--- config.mk ---
export PLATFORM = sky130hd
export DESIGN_NAME = pb_edge_capture_pio
export DESIGN_NICKNAME = d
export VERILOG_FILES = /design/src/rtl/pb_edge_capture_pio_pkg.sv /design/src/rtl/pb_debounce_bit.sv /design/src/rtl/pb_edge_capture_pio.sv
export SDC_FILE = /design/constraint.sdc
export NUM_CORES = 1
export LEC_CHECK = 0
export ABC_AREA = 1
export ABC_CLOCK_PERIOD_IN_PS = 7600
export BUFFER_PORTS_ARGS = -buffer_cell sky130_fd_sc_hd__buf_2
export CORE_ASPECT_RATIO = 0.9
export CORE_UTILIZATION = 61
export DETAILED_ROUTE_END_ITERATION = 6
export GPL_TIMING_DRIVEN = 1
export HOLD_SLACK_MARGIN = 0.12
export PLACE_DENSITY = 0.85
export SLEW_MARGIN = 20
export SYNTH_ARGS = -nofsm -noshare
export SYNTH_HDL_FRONTEND = slang
export SYNTH_SLANG_ARGS = --single-unit
--- constraint.sdc ---
create_clock -name clk -period 7.6 [get_ports clk]
set_input_delay 1.52 -clock clk [delete_from_list [all_inputs] [get_ports clk]]
set_output_delay 1.52 -clock clk [all_outputs]
set_load 0.01 [all_outputs]
--- src/rtl/pb_edge_capture_pio_pkg.sv ---
// Shared definitions for the pushbutton edge-capture input PIO.
package pb_edge_capture_pio_pkg;

    // Word addresses of the slave registers
    localparam logic [1:0] ADDR_DATA     = 2'd0;
    localparam logic [1:0] ADDR_RESERVED = 2'd1;
    localparam logic [1:0] ADDR_IRQMASK  = 2'd2;
    localparam logic [1:0] ADDR_EDGECAP  = 2'd3;

endpackage

--- src/rtl/pb_debounce_bit.sv ---
// One input line: two-flop synchroniser followed by a hold-time debouncer.
// A new level is accepted only after it has been seen on the synchronised
// line for DEBOUNCE_CYCLES consecutive clocks; shorter glitches are dropped.
module pb_debounce_bit #(
    parameter int DEBOUNCE_CYCLES = 50000,
    parameter bit RESET_LEVEL     = 1'b1
) (
    input  logic clk,
    input  logic reset,
    input  logic raw_in,
    output logic stable_out
);

    localparam int              CNT_W    = (DEBOUNCE_CYCLES > 1) ? $clog2(DEBOUNCE_CYCLES) : 1;
    localparam logic [CNT_W-1:0] CNT_LAST = CNT_W'(DEBOUNCE_CYCLES - 1);

    logic             sync1_q, sync1_d;
    logic             sync2_q, sync2_d;
    logic             stable_q, stable_d;
    logic [CNT_W-1:0] cnt_q, cnt_d;

    // Next-state: shift the synchroniser, count disagreement, accept when the count expires
    always_comb begin
        sync1_d  = raw_in;
        sync2_d  = sync1_q;
        stable_d = stable_q;
        cnt_d    = '0;
        if (sync2_q == stable_q) begin
            cnt_d = '0;
        end else if (cnt_q == CNT_LAST) begin
            stable_d = sync2_q;
            cnt_d    = '0;
        end else begin
            cnt_d = cnt_q + CNT_W'(1);
        end
    end

    // State flops; reset discards any partial count and presets the idle level
    always_ff @(posedge clk or posedge reset) begin
        if (reset) begin
            sync1_q  <= RESET_LEVEL;
            sync2_q  <= RESET_LEVEL;
            stable_q <= RESET_LEVEL;
            cnt_q    <= '0;
        end else begin
            sync1_q  <= sync1_d;
            sync2_q  <= sync2_d;
            stable_q <= stable_d;
            cnt_q    <= cnt_d;
        end
    end

    assign stable_out = stable_q;

endmodule

--- src/rtl/pb_edge_capture_pio.sv ---
// Avalon-MM input PIO: debounced pushbutton lines, sticky edge capture and
// a masked level interrupt. Reads are zero-latency and ignore chipselect.
module pb_edge_capture_pio #(
    parameter int WIDTH           = 4,
    parameter int DEBOUNCE_CYCLES = 50000,
    parameter int EDGE_POL        = 0,
    parameter bit RESET_LEVEL     = 1'b1
) (
    input  logic             clk,
    input  logic             reset,
    input  logic [1:0]       address,
    input  logic             chipselect,
    input  logic             write_n,
    input  logic [31:0]      writedata,
    input  logic [WIDTH-1:0] in_port,
    output logic [31:0]      readdata,
    output logic             irq
);

    import pb_edge_capture_pio_pkg::*;

    logic [WIDTH-1:0] stable_vec;
    logic [WIDTH-1:0] edge_vec;
    logic [WIDTH-1:0] cap_clr;
    logic [WIDTH-1:0] prev_q, prev_d;
    logic [WIDTH-1:0] mask_q, mask_d;
    logic [WIDTH-1:0] cap_q, cap_d;
    logic             wr_en;
    logic             unused_wdata;

    // Only the low WIDTH bits of writedata carry meaning
    assign unused_wdata = ^writedata;

    assign wr_en = chipselect && !write_n;

    for (genvar i = 0; i < WIDTH; i++) begin : g_bit
        pb_debounce_bit #(
            .DEBOUNCE_CYCLES (DEBOUNCE_CYCLES),
            .RESET_LEVEL     (RESET_LEVEL)
        ) u_debounce (
            .clk        (clk),
            .reset      (reset),
            .raw_in     (in_port[i]),
            .stable_out (stable_vec[i])
        );
    end

    // Edge detect on the debounced level, polarity chosen at elaboration
    always_comb begin
        if (EDGE_POL != 0) begin
            edge_vec = ~prev_q & stable_vec;
        end else begin
            edge_vec = prev_q & ~stable_vec;
        end
    end

    // Register writes; a new edge beats a simultaneous clear of the same bit
    always_comb begin
        prev_d  = stable_vec;
        mask_d  = mask_q;
        cap_clr = '0;
        if (wr_en && (address == ADDR_IRQMASK)) begin
            mask_d = writedata[WIDTH-1:0];
        end
        if (wr_en && (address == ADDR_EDGECAP)) begin
            cap_clr = writedata[WIDTH-1:0];
        end
        cap_d = (cap_q & ~cap_clr) | edge_vec;
    end

    // Register flops; prev starts at the reset level so release makes no edge
    always_ff @(posedge clk or posedge reset) begin
        if (reset) begin
            prev_q <= {WIDTH{RESET_LEVEL}};
            mask_q <= '0;
            cap_q  <= '0;
        end else begin
            prev_q <= prev_d;
            mask_q <= mask_d;
            cap_q  <= cap_d;
        end
    end

    // Zero-latency read mux, zero-extended to the bus width
    always_comb begin
        readdata = '0;
        case (address)
            ADDR_DATA:    readdata[WIDTH-1:0] = stable_vec;
            ADDR_IRQMASK: readdata[WIDTH-1:0] = mask_q;
            ADDR_EDGECAP: readdata[WIDTH-1:0] = cap_q;
            default:      readdata = '0;
        endcase
    end

    assign irq = |(cap_q & mask_q);

endmodule

==> flow_summary.ini, run 1 <==
[run_status]
status = finished, final reports clean

[clock_network]
root_buffer = clkbuf_8
cts_hold_buf = 0
cts_setup_buffers = 0
cts_resized = 0
insertion_delay_ns = 0.36
clk_pin_slew_worst_paths_ns = 0.08
cts_tree = built
clockBufferDepth = 2
cts_made_buffers = 9
cts_max_level = 3
cts.sinks = 88

[setup_path]
critPathBufInv = 2
cpMostUsedCell = buf_2
critPathKind = in -> out
startpoint_type = input port
rr_startpoint = g_bit[1].u_debounce.cnt_q[0]$_DFF_PP0_
crit_path_cell_trace = buf_2 > nor2_1 > nand2_1 > nand3_1 > buf_2
crit_path_start = address[1]
r2r_cells = 6
cp_slowest_cell = nor2_1
max_stage_delay_ns = 0.25
critPathMaxFanout = 7
crit_required_ns = 6.08
r2r_end = g_bit[1].u_debounce.cnt_q[8]$_DFF_PP0_
r2r_slack_ns = 6.06
crit_arrival_ns = 2.25
cp_top_family = simple AND/OR/NAND/NOR gates
worstSetupEndpointType = output port

[timing]
slew_headroom_pct = 48.71
hold_ws_ns = 0.3545
hold_viol = 0
finalSetupViolCount = 0
fin_setup_tns_ns = 0
rsz0062_at_grt = no
final.period_utilization_pct = 49.61
fmax_mhz = 265.2
fin_crit_ns = 3.770
tightest_slew_ns = 0.7694
slew_viol_final = 0
skew_ns = 0.01292

[final_layout]
insertedDiodeCount = 0
fin_area_mm2 = 0.005064
utilization_pct = 67.11
fin_nets = 678
layout_common_cells = 141 x nor2_1, 116 x nand2_1, 72 x dfrtp_1
drive_gt1_share_pct = 12.87
final_common_cell = nor2_1
syn2layout_area_growth_pct = 6.416

[power]
finalPower_w = 0.0008741
p_per_area_mw_per_mm2 = 172.6
vdd_drop_max_uv = 140.0
power.leakage_nw = 2.449

[run]
drv_cap = 0

[global_route]
grt_pass1_wl_um = 16150
grt_overflow_total = 0
grt_max_degree = 89
grt_antenna_before_repair = 0
grt_pass1_vias = 3793
track_usage_pct = 25.26

[logic_synthesis]
yosys_warnings = 0
yosysUniqueCellTypes = 26
synth_area_per_cell_um2 = 7.891
synth_edf_count = 0
syn_inst = 603
synth-seq-cells = 88
ys.flop_type = dfrtp_1
async_flop_share_pct = 100.0
yosysSeqAreaShare_pct = 46.70
netlist_area_mm2 = 0.004758

[routing]
drt_iter0_markers = 225
vias_per_cell = 5.237
vias = 3839
wl_um = 9204
ant_nets = 0
drc = 0
dr.pass1.iters = 5
wl_per_cell_um = 12.56

[place]
numPortBuffers = 18
dp_hpwl_um = 6845
gp_congestion = 0.9004
placed_area_mm2 = 0.004868

[floorplan]
coreArea_mm2 = 0.007545
start_util_pct = 63.07
ios = 75
die_w_um = 95.10
die_area_mm2 = 0.008159
fp-row-count = 30
die_h_um = 85.79

[worst_hold_path]
worstHoldStart = g_bit[3].u_debounce.sync1_q$_DFF_PP1_
hold_path.class = reg -> reg
holdPathEnd = g_bit[3].u_debounce.sync2_q$_DFF_PP1_
hold_depth = 0
cell type report:
type	instances	area [µm²]
multi-input cells	447	2176
inverters	67	252.7
clock buffers	13	148.9
clock inverters	3	42.54
repair buffers	19	101.3
well taps	96	120.1
flip-flops and latches	88	2222
fillers	609	2481
power by group:
part | internal (W) | switching (W)
clock network | 0.000161 | 0.000154
registers | 0.000485 | 0.0000132
logic | 0.0000185 | 0.0000424
total | 0.000664 | 0.000210
flip-flops by register name, indices dropped and copies added (netlist names):
| register | cells |
|---|---|
| g_bit.u_debounce.cnt_q | 64 |
| cap_q | 4 |
| g_bit.u_debounce.stable_out | 4 |
| g_bit.u_debounce.sync1_q | 4 |
| g_bit.u_debounce.sync2_q | 4 |
| mask_q | 4 |
| prev_q | 4 |
worst reg2reg max path, cell delays in order, from the launching register on:
cell and delay, ns:
dfrtp_1 0.39, ha_1 0.20, nand3_1 0.17, nor3_2 0.26, nand2_2 0.16, nand2_2 0.18, nor2_1 0.07
kinds of logic after synthesis:
group                    after synthesis  share of synthesized area (%)
AO/OA/AOI/OAI                         41                          4.759
XOR/XNOR                              26                          5.417
flip-flops                            88                          46.70
other                                  1                        0.07881
AND/OR/NAND/NOR                      348                          32.29
buffers and inverters                 95                          9.703
adder cells (fa/ha/maj)                4                          1.052
layer usage:
metal | vias up | global-route usage, % | wire length, µm
li1 | 1902 | - | -
met1 | 1817 | 31.82 | 4012
met2 | 104 | 42.21 | 4635
met3 | 16 | 5.408 | 405
met4 | 0 | 10.19 | 149
met5 | - | 0 | 0
cell usage after synthesis, types with 10 or more instances:
| library cell | instances | area share, % |
|---|---|---|
| nor2_1 | 141 | 11 |
| nand2_1 | 116 | 9.2 |
| dfrtp_1 | 72 | 38 |
| inv_1 | 63 | 5.0 |
| nand3_1 | 53 | 5.6 |
| buf_4 | 28 | 4.4 |
| o21ai_0 | 18 | 1.9 |
| dfstp_2 | 16 | 8.8 |
| xor2_1 | 14 | 2.6 |
| a21oi_1 | 12 | 1.3 |
| nand4_1 | 12 | 1.6 |
| nand2_2 | 10 | 1.3 |
metrics by stage:
step	cells	setup WS (ns)
detailed placement	717	3.814
CTS	733	3.809
floorplan	630	3.828
finish	733	3.830
global placement	717	3.820
global route	733	3.747
how the worst max path moves through the flow:
stage | end | slack (ns) | cells after the start
after global routing | readdata[1] | 3.75 | 5
after detailed placement | readdata[1] | 3.81 | 5
final | readdata[1] | 3.83 | 5
after CTS | readdata[1] | 3.81 | 5
after floorplan | cap_q[0]$_DFF_PP0_ | 3.83 | 1
after global placement | readdata[1] | 3.82 | 5
Note: power is estimated with default switching activity, not from simulation.
==> run 2, diff against run 1 <==
Settings changed: ABC_CLOCK_PERIOD_IN_PS 7600 to 3400, CORE_UTILIZATION 61 to 51, PLACE_DENSITY 0.85 to 0.76.
Clock period 7.6 ns to 3.4 ns, I/O delays scaled along.
==> flow_summary.ini, run 2 (synthesis gave the netlist of run 1 again) <==
[global_route]
grt_pass1_vias = 3623
track_usage_pct = 20.42
grt_max_degree = 47
grt_antenna_before_repair = 0
grt_pass1_wl_um = 15700
grt_overflow_total = 0

[timing]
fin_setup_tns_ns = 0
finalSetupViolCount = 0
skew_ns = 0.01308
final.period_utilization_pct = 61.77
fin_crit_ns = 2.100
hold_viol = 0
tightest_slew_ns = 0.7644
rsz0062_at_grt = no
hold_ws_ns = 0.3604
slew_viol_final = 0
fmax_mhz = 476.1
slew_headroom_pct = 48.98

[power]
combPwrFrac_pct = 6.8
clkPwrFrac_pct = 36.4
vdd_drop_max_uv = 282.9
switching_share_pct = 25.05
p_int_w = 0.001466
p_seq_share_pct = 56.8
p_sw_w = 0.0004898
power.leakage_nw = 2.456
p_per_area_mw_per_mm2 = 383.7

[clock_network]
cts_max_level = 3
cts_setup_buffers = 0
clk_pin_slew_worst_paths_ns = 0.08
cts_tree = built
insertion_delay_ns = 0.37
cts.sinks = 88
cts_resized = 0
root_buffer = clkbuf_8
cts_hold_buf = 0
clockBufferDepth = 2
cts_made_buffers = 9

[routing]
drc = 0
vias = 3817
wl_um = 9035
dr.pass1.iters = 4
vias_per_cell = 5.022
wl_per_cell_um = 11.89
ant_nets = 0
drt_iter0_markers = 157

[place]
numPortBuffers = 18
gp_congestion = 0.8664
dp_hpwl_um = 6663

[setup_path]
r2r_cells = 6
crit_path_end = readdata[2]
crit_required_ns = 2.72
crit_arrival_ns = 1.42
r2r_end = g_bit[3].u_debounce.cnt_q[14]$_DFF_PP0_
crit_path_start = address[1]
r2r_slack_ns = 1.86
startpoint_type = input port
worstSetupEndpointType = output port
rr_startpoint = g_bit[3].u_debounce.cnt_q[0]$_DFF_PP0_
critPathMaxFanout = 7
critPathKind = in -> out

[final_layout]
layout_common_cells = 141 x nor2_1, 116 x nand2_1, 72 x dfrtp_1
nFillCells = 856
syn2layout_area_growth_pct = 7.126
largest_reg_flops = 64
largest_register = g_bit.u_debounce.cnt_q
final_common_cell = nor2_1
regArea_mm2 = 0.002222
multi_input_area_mm2 = 0.002176
insertedDiodeCount = 0
drive_gt1_share_pct = 13.17
fin_nets = 679

[run_status]
status = finished, final reports clean

[floorplan]
die_h_um = 93.64
start_util_pct = 52.38
fp-row-count = 33
coreArea_mm2 = 0.009084
die_w_um = 103.8
die_area_mm2 = 0.009721
ios = 75

[run]
drv_cap = 0

[worst_hold_path]
hold_path.class = reg -> reg
run 2: changes by cell type in the layout (fill, tap and decap cells not counted), sizes merged:
cell	delta
clkinvlp	-1
clkinv	+3
clkbuf	-2
buf	+1
run 2: per-stage QoR:
step / utilization [%] / power [W] / cell area (µm²) / instances / worst slack (ns)
after floorplan: - / 0.001243 / 4860 / 630 / 0.4679
after global placement: 54.04 / 0.001264 / 4908 / 744 / 1.302
after detailed placement: 54.04 / 0.001268 / 4908 / 744 / 1.302
after CTS: 56.12 / 0.001979 / 5097 / 760 / 1.302
after global routing: 56.12 / 0.002042 / 5097 / 760 / 1.243
final: 56.12 / 0.001956 / 5097 / 760 / 1.300
run 2: worst min-delay path by stage:
stage | startpoint | endpoint | slack, ns | depth (start not counted)
after floorplan | g_bit[0].u_debounce.sync1_q$_DFF_PP1_ | g_bit[0].u_debounce.sync2_q$_DFF_PP1_ | 0.35 | 0
after global placement | g_bit[0].u_debounce.sync1_q$_DFF_PP1_ | g_bit[0].u_debounce.sync2_q$_DFF_PP1_ | 0.35 | 0
after detailed placement | g_bit[2].u_debounce.sync1_q$_DFF_PP1_ | g_bit[2].u_debounce.sync2_q$_DFF_PP1_ | 0.35 | 0
after CTS | g_bit[1].u_debounce.sync1_q$_DFF_PP1_ | g_bit[1].u_debounce.sync2_q$_DFF_PP1_ | 0.36 | 0
after global routing | g_bit[0].u_debounce.sync1_q$_DFF_PP1_ | g_bit[0].u_debounce.sync2_q$_DFF_PP1_ | 0.37 | 0
final | g_bit[1].u_debounce.sync1_q$_DFF_PP1_ | g_bit[1].u_debounce.sync2_q$_DFF_PP1_ | 0.36 | 0
run 2: area by class of cell:
type / count / area share, %
Inverter: 67 / 4.958
Tap cell: 122 / 2.995
Clock inverter: 5 / 1.129
Timing Repair Buffer: 20 / 2.062
Clock buffer: 11 / 2.577
Sequential cell: 88 / 43.59
Multi-Input combinational cell: 447 / 42.69
run 2: critical path, cell delays in order:
cell,delay [ns]
buf_2,0.14
nor2_1,0.24
nand2_1,0.09
nand3_1,0.12
buf_2,0.15
run 2: power by group through the flow:
stage                     registers (W)  logic (W)  clock network (W)
after floorplan                 0.00112   0.000118                  0
after global placement          0.00113   0.000135                  0
after detailed placement        0.00113   0.000138                  0
after CTS                       0.00111   0.000137           0.000731
after global routing            0.00112   0.000156           0.000770
final                           0.00111   0.000134           0.000711
run 2: per-layer routing:
metal	wire length (µm)	share of wire (%)	track usage (%)	vias up
met3	515	5.7	5.714	11
met1	4112	46	25.88	1802
met4	95	1.1	6.310	0
met2	4312	48	34.11	101
met5	0	0	0	-
li1	-	-	-	1903
